`src/rtl/mult_dot_accumulator.sv`:
```
// Dot-product accumulator fed by a sequential multiplier: captures each product on the
// rising edge of its ready flag, sums LEN products with saturation, and hands the result over by valid/ack.
module mult_dot_accumulator #(
    parameter int WIDTH     = 8,
    parameter int LEN       = 4,
    parameter int ACC_WIDTH = 18
) (
    input  logic                 clk,
    input  logic                 rst_n,
    input  logic [2*WIDTH-1:0]   prod,
    input  logic                 prod_ready,
    input  logic                 clear,
    output logic [ACC_WIDTH-1:0] acc_out,
    output logic                 acc_valid,
    input  logic                 acc_ack,
    output logic                 overflow,
    output logic                 overrun,
    output logic [7:0]           count
);

    localparam int PW = 2 * WIDTH;
    localparam int SW = ACC_WIDTH + 1;

    localparam logic [0:0] S_ACCUM = 1'b0;
    localparam logic [0:0] S_HOLD  = 1'b1;

    logic [0:0]           r_state;
    logic                 r_ready_q;
    logic [ACC_WIDTH-1:0] r_acc;
    logic [ACC_WIDTH-1:0] r_acc_out;
    logic [7:0]           r_count;
    logic                 r_sat;
    logic                 r_overflow;
    logic                 r_overrun;
    logic                 r_pend_full;
    logic [PW-1:0]        r_pend;

    logic                 w_new_prod;
    logic [SW-1:0]        w_sum_full;
    logic [ACC_WIDTH-1:0] w_sum_sat;
    logic                 w_sat_next;
    logic [7:0]           w_count_inc;
    logic                 w_done;
    logic                 w_has_term;
    logic [PW-1:0]        w_term;

    assign w_new_prod  = prod_ready & ~r_ready_q;
    // acc never exceeds its max and prod fits in ACC_WIDTH, so one extra bit holds any sum.
    assign w_sum_full  = {1'b0, r_acc} + SW'(prod);
    assign w_sum_sat   = w_sum_full[ACC_WIDTH] ? {ACC_WIDTH{1'b1}} : w_sum_full[ACC_WIDTH-1:0];
    assign w_sat_next  = r_sat | w_sum_full[ACC_WIDTH];
    assign w_count_inc = r_count + 8'd1;
    assign w_done      = (w_count_inc == 8'(LEN));

    // On ack the oldest available product (pending first, then a same-cycle capture) starts the next result.
    assign w_has_term  = r_pend_full | w_new_prod;
    assign w_term      = r_pend_full ? r_pend : prod;

    // NOTE: ready_q resets high so a ready already asserted out of reset is not seen as a new edge;
    // it ignores clear so a clear never fabricates an edge either.
    always_ff @(posedge clk or negedge rst_n) begin
        if (!rst_n) r_ready_q <= 1'b1;
        else        r_ready_q <= prod_ready;
    end

    // NOTE: all state registers use non-blocking assignments so every branch sees pre-edge values.
    always_ff @(posedge clk or negedge rst_n) begin
        if (!rst_n) begin
            r_state     <= S_ACCUM;
            r_acc       <= '0;
            r_acc_out   <= '0;
            r_count     <= '0;
            r_sat       <= 1'b0;
            r_overflow  <= 1'b0;
            r_overrun   <= 1'b0;
            r_pend_full <= 1'b0;
            r_pend      <= '0;
        end else if (clear) begin
            r_state     <= S_ACCUM;
            r_acc       <= '0;
            r_acc_out   <= '0;
            r_count     <= '0;
            r_sat       <= 1'b0;
            r_overflow  <= 1'b0;
            r_overrun   <= 1'b0;
            r_pend_full <= 1'b0;
            r_pend      <= '0;
        end else begin
            case (r_state)
                S_ACCUM: begin
                    if (w_new_prod) begin
                        if (w_done) begin
                            r_acc_out  <= w_sum_sat;
                            r_overflow <= w_sat_next;
                            r_state    <= S_HOLD;
                            r_acc      <= '0;
                            r_count    <= '0;
                            r_sat      <= 1'b0;
                        end else begin
                            r_acc      <= w_sum_sat;
                            r_count    <= w_count_inc;
                            r_sat      <= w_sat_next;
                        end
                    end
                end
                default: begin
                    if (acc_ack) begin
                        if (w_has_term && LEN == 1) begin
                            r_acc_out  <= ACC_WIDTH'(w_term);
                            r_overflow <= 1'b0;
                        end else if (w_has_term) begin
                            r_acc      <= ACC_WIDTH'(w_term);
                            r_count    <= 8'd1;
                            r_sat      <= 1'b0;
                            r_state    <= S_ACCUM;
                        end else begin
                            r_state    <= S_ACCUM;
                        end
                        // A pending product used as first term frees the slot for a same-cycle capture.
                        r_pend_full <= r_pend_full & w_new_prod;
                        if (r_pend_full && w_new_prod) r_pend <= prod;
                    end else if (w_new_prod) begin
                        if (!r_pend_full) begin
                            r_pend_full <= 1'b1;
                            r_pend      <= prod;
                        end else begin
                            r_overrun   <= 1'b1;
                        end
                    end
                end
            endcase
        end
    end

    assign acc_out   = r_acc_out;
    assign acc_valid = (r_state == S_HOLD);
    assign overflow  = r_overflow;
    assign overrun   = r_overrun;
    assign count     = r_count;

endmodule

```
`config.mk`:
```
export PLATFORM = sky130hd
export DESIGN_NAME = mult_dot_accumulator
export DESIGN_NICKNAME = d
export VERILOG_FILES = /design/src/rtl/mult_dot_accumulator.sv
export SDC_FILE = /design/constraint.sdc
export NUM_CORES = 1
export LEC_CHECK = 0
export ABC_AREA = 0
export CORE_MARGIN = 4
export CORE_UTILIZATION = 48
export DETAILED_ROUTE_END_ITERATION = 10
export HOLD_SLACK_MARGIN = 0.08
export PLACE_DENSITY = 0.73
export SYNTH_ARGS = -nofsm -noshare
export SYNTH_HDL_FRONTEND = slang
export SYNTH_SLANG_ARGS = --single-unit
```
`constraint.sdc`:
```
create_clock -name clk -period 2.5 [get_ports clk]
set_input_delay 0.375 -clock clk [delete_from_list [all_inputs] [get_ports clk]]
set_output_delay 0.375 -clock clk [all_outputs]
set_load 0.05 [all_outputs]
```
==> results.sh <==
export IMPL_outcome="complete, but fails checks"
export IMPL_violations="setup timing"
export IMPL_p_leak_nw=2.502
export IMPL_internal_power_w=0.001924
export IMPL_postLayoutSetupSlackWorst_ns=-0.1035
export IMPL_place_gp_congestion=0.9590
export IMPL_grt_pass1_wl_mm=20.44
export IMPL_die_y_um=100.4
export IMPL_netlist_instances=466
export IMPL_wirelength_mm=12.67
export IMPL_antenna_cells=0
export IMPL_fin_worst_skew_ns=0.01263
export IMPL_die_area_um2=10080
export IMPL_r2r_cells=9
export IMPL_synth_xor_area_share_pct=2.138
export IMPL_htreeDepth=3
export IMPL_final_antenna_net_count=0
export IMPL_synth_top_family_by_area="compound AO/OA/AOI/OAI gates"
export IMPL_crit_type="flip-flop to flip-flop"
export IMPL_antenna_found_initial=0
export IMPL_row_count=33
export IMPL_synth_compound_area_share_pct=24.19
export IMPL_clkLatencyLatePin_ns=0.36
export IMPL_hold_violations=0
export IMPL_setup_viol=28
export IMPL_hold_path_class="input port to flip-flop"
export IMPL_placed_cells=673
export IMPL_synth_edf_count=0
export IMPL_worstHoldPathCells=1
export IMPL_synth_simple_area_share_pct=17.93
export IMPL_critical_path_max_fanout=5
export IMPL_clock_sinks=66
export IMPL_cts_buffer_depth=2
export IMPL_grt_max_degree=67
export IMPL_path_cells="ha_4 > fa_2 > a21o_4 > a311o_2 > a32oi_4 > nand2_2 > buf_6 > a31oi_4 > o22a_1"
export IMPL_r2r_slack_ns=-0.10
export IMPL_worstPathRequired_ns=2.80
export IMPL_drt_iter0_drc=314
export IMPL_num_vias=4142
export IMPL_p_clk_share_pct=34.4
export IMPL_power_total_w=0.002736
export IMPL_synthesis_nets=505
export IMPL_track_usage_pct=25.96
export IMPL_avgSynthCellArea_um2=8.791
export IMPL_switching_share_pct=29.70
export IMPL_cts_reportedPaths_clkPinSlew_ns=0.08
export IMPL_root_buffer="clkbuf_8"
export IMPL_crit_path_start="r_acc[0]"
export IMPL_holdPathEnd="r_ready_q"
export IMPL_fmax_mhz=384.1
export IMPL_vias_per_cell=5.951
export IMPL_finalNetCount=625
export IMPL_async_reset_ff_share_pct=100.0
export IMPL_slowest_delay_ns=0.46
export IMPL_worst_endpoint_arrival_ns=2.90
export IMPL_comb_power_share_pct=23.7
export IMPL_first_pass_iters=5
export IMPL_port_buffers=49
export IMPL_end_kind="flip-flop"
export IMPL_hp_start="prod_ready"
export IMPL_maxCapViolCount=0
export IMPL_core_area_um2=8258
export IMPL_yosys_warnings=0
export IMPL_post_route_period_util_pct=104.1
export IMPL_synth_adder_area_share_pct=5.681
export IMPL_ys_seq_area_share_pct=40.35
export IMPL_final_util_pct=67.86
export IMPL_crit_path_top_delay_cell="a311o_2"
export IMPL_p_sw_w=0.0008125
export IMPL_overflow=0
export IMPL_syn_area_um2=4096
export IMPL_drive_gt1_share_pct=24.87
export IMPL_r2r_start="r_acc[0]"
export IMPL_start_kind="flip-flop"
export IMPL_synth_seq_cells=66
export IMPL_ys_flop_type="dfrtp_1"
export IMPL_instances_no_fill=696
export IMPL_cts_made_buffers=9
export IMPL_muxShareOfSynthArea_pct=5.620
export IMPL_synth_distinct_cells=60
export IMPL_start_util_pct=49.61
export IMPL_die_w_um=100.4
export IMPL_drc=0
export IMPL_worstMarginPinSlew_ns=1.168
export IMPL_timing_setup_tns_ns=-1.345
export IMPL_cts_tree="done"
export IMPL_wl_per_cell_um=18.21
export IMPL_final_common_cell="buf_4"
export IMPL_r2r_end="r_acc[16]"
export IMPL_finalWorstPathRequiredPeriod_ns=2.603
export IMPL_slew_viol_final=0
export IMPL_rsz0062_at_grt="yes"
export IMPL_final_cell_mix="84 x buf_4, 65 x dfrtp_1, 51 x nand2_1"
export IMPL_grt_pass1_vias=4131
export IMPL_syn2layout_area_growth_pct=36.81
export IMPL_peakVddDrop_uv=283.1
export IMPL_p_seq_share_pct=41.9
export IMPL_dp_hpwl_mm=8.859
export IMPL_pin_count=50
export IMPL_max_slew_margin_rel_pct=22.04
export IMPL_power_density_nw_per_um2=488.2
worst max-delay path: cells and delay by family (launching register included):
| family | cells | cell delay, ns |
|---|---|---|
| AND/OR/NAND/NOR | 1 | 0.13 |
| adder cells (fa/ha/maj) | 2 | 0.57 |
| AO/OA/AOI/OAI | 5 | 1.28 |
| flip-flops | 1 | 0.42 |
| buffers and inverters | 1 | 0.15 |
flip-flops by register name, summed over array words and instances (netlist names):
name and flops:
acc_out 18, r_acc 18, r_pend 16, count 8
acc_valid 1, overflow 1, overrun 1, r_pend_full 1
r_ready_q 1, r_sat 1
timing repair:
action | 4_1_cts | 5_1_grt
endpoints found under the setup margin | 38 | 38
cloned | 1 | 0
pin swaps | 4 | 21
setup buffers | 1 | 4
gates resized for setup | 6 | 43
hold endpoints to repair | 65 | 0
hold buffers | 1 | 0
kinds of logic (layout without fill, tap and decap cells):
| kind of cell | Yosys count | after routing |
|---|---|---|
| compound gates | 160 | 161 |
| simple gates | 153 | 153 |
| flops | 66 | 66 |
| buf+inv | 36 | 160 |
| mux | 23 | 23 |
| fa+ha+maj | 18 | 18 |
| xor+xnor | 10 | 10 |
area by class of cell:
cell class | instances | area, µm²
clock buffer | 11 | 151.4
clock inverter | 5 | 52.55
fill | 661 | 2654
inverter | 8 | 30.03
multi-input combinational | 365 | 2430
sequential | 66 | 1653
tap | 105 | 131.4
timing repair buffer | 136 | 1156
power groups by stage:
stage               Combinational (W)  Sequential [W]  Clock (W)
floorplan                    0.000299         0.00116          0
global placement             0.000563         0.00116          0
detailed placement           0.000577         0.00116          0
CTS                          0.000591         0.00114   0.000946
global route                 0.000701         0.00115    0.00100
finish                       0.000649         0.00115   0.000942
per-stage QoR:
step           hold slack [ns]  instance area (µm²)  worst slack (ns)
2_1_floorplan          0.07941                 4096           0.02147
3_3_place_gp            0.4204                 5199           -0.5574
3_5_place_dp            0.4235                 5199           -0.7104
4_1_cts                 0.4513                 5456          0.004928
5_1_grt                 0.4603                 5604           -0.1567
6_report                0.4550                 5604           -0.1035
per-layer routing:
layer	vias up	track usage [%]	share of wire, %	wire length (µm)
li1	1934	-	-	-
met1	2003	35.25	44	5541
met2	171	40.72	47	5955
met3	34	4.795	6.5	821
met4	0	10.98	2.8	355
met5	-	0	0	0
Yosys cell counts, types with 4 or more instances:
cell / number / area [µm²]
a21oi_2: 4 / 35.03
o21ai_0: 62 / 310.3
ha_1: 17 / 212.7
a21oi_1: 33 / 165.2
clkbuf_1: 13 / 48.80
o211ai_1: 4 / 30.03
dfrtp_1: 65 / 1627
nor3_1: 18 / 90.09
a22oi_1: 15 / 112.6
xnor2_1: 5 / 43.79
nand2b_1: 4 / 25.02
nand3_1: 12 / 60.06
buf_2: 8 / 40.04
a21o_1: 5 / 37.54
and2_1: 5 / 31.28
o21ai_1: 5 / 25.02
mux2i_1: 23 / 230.2
xor2_1: 5 / 43.79
and3_1: 8 / 50.05
a31oi_1: 6 / 37.54
inv_1: 8 / 30.03
nand2_1: 52 / 195.2
nor2_1: 36 / 135.1
worst max path at each step:
stage / end / cells past startpoint
global route: acc_out[8] / 8
finish: r_acc[16] / 9
CTS: r_acc[16] / 9
global placement: r_acc[13] / 9
detailed placement: r_acc[1] / 9
floorplan: r_acc[7] / 9
(Power assumes the default switching activity.)
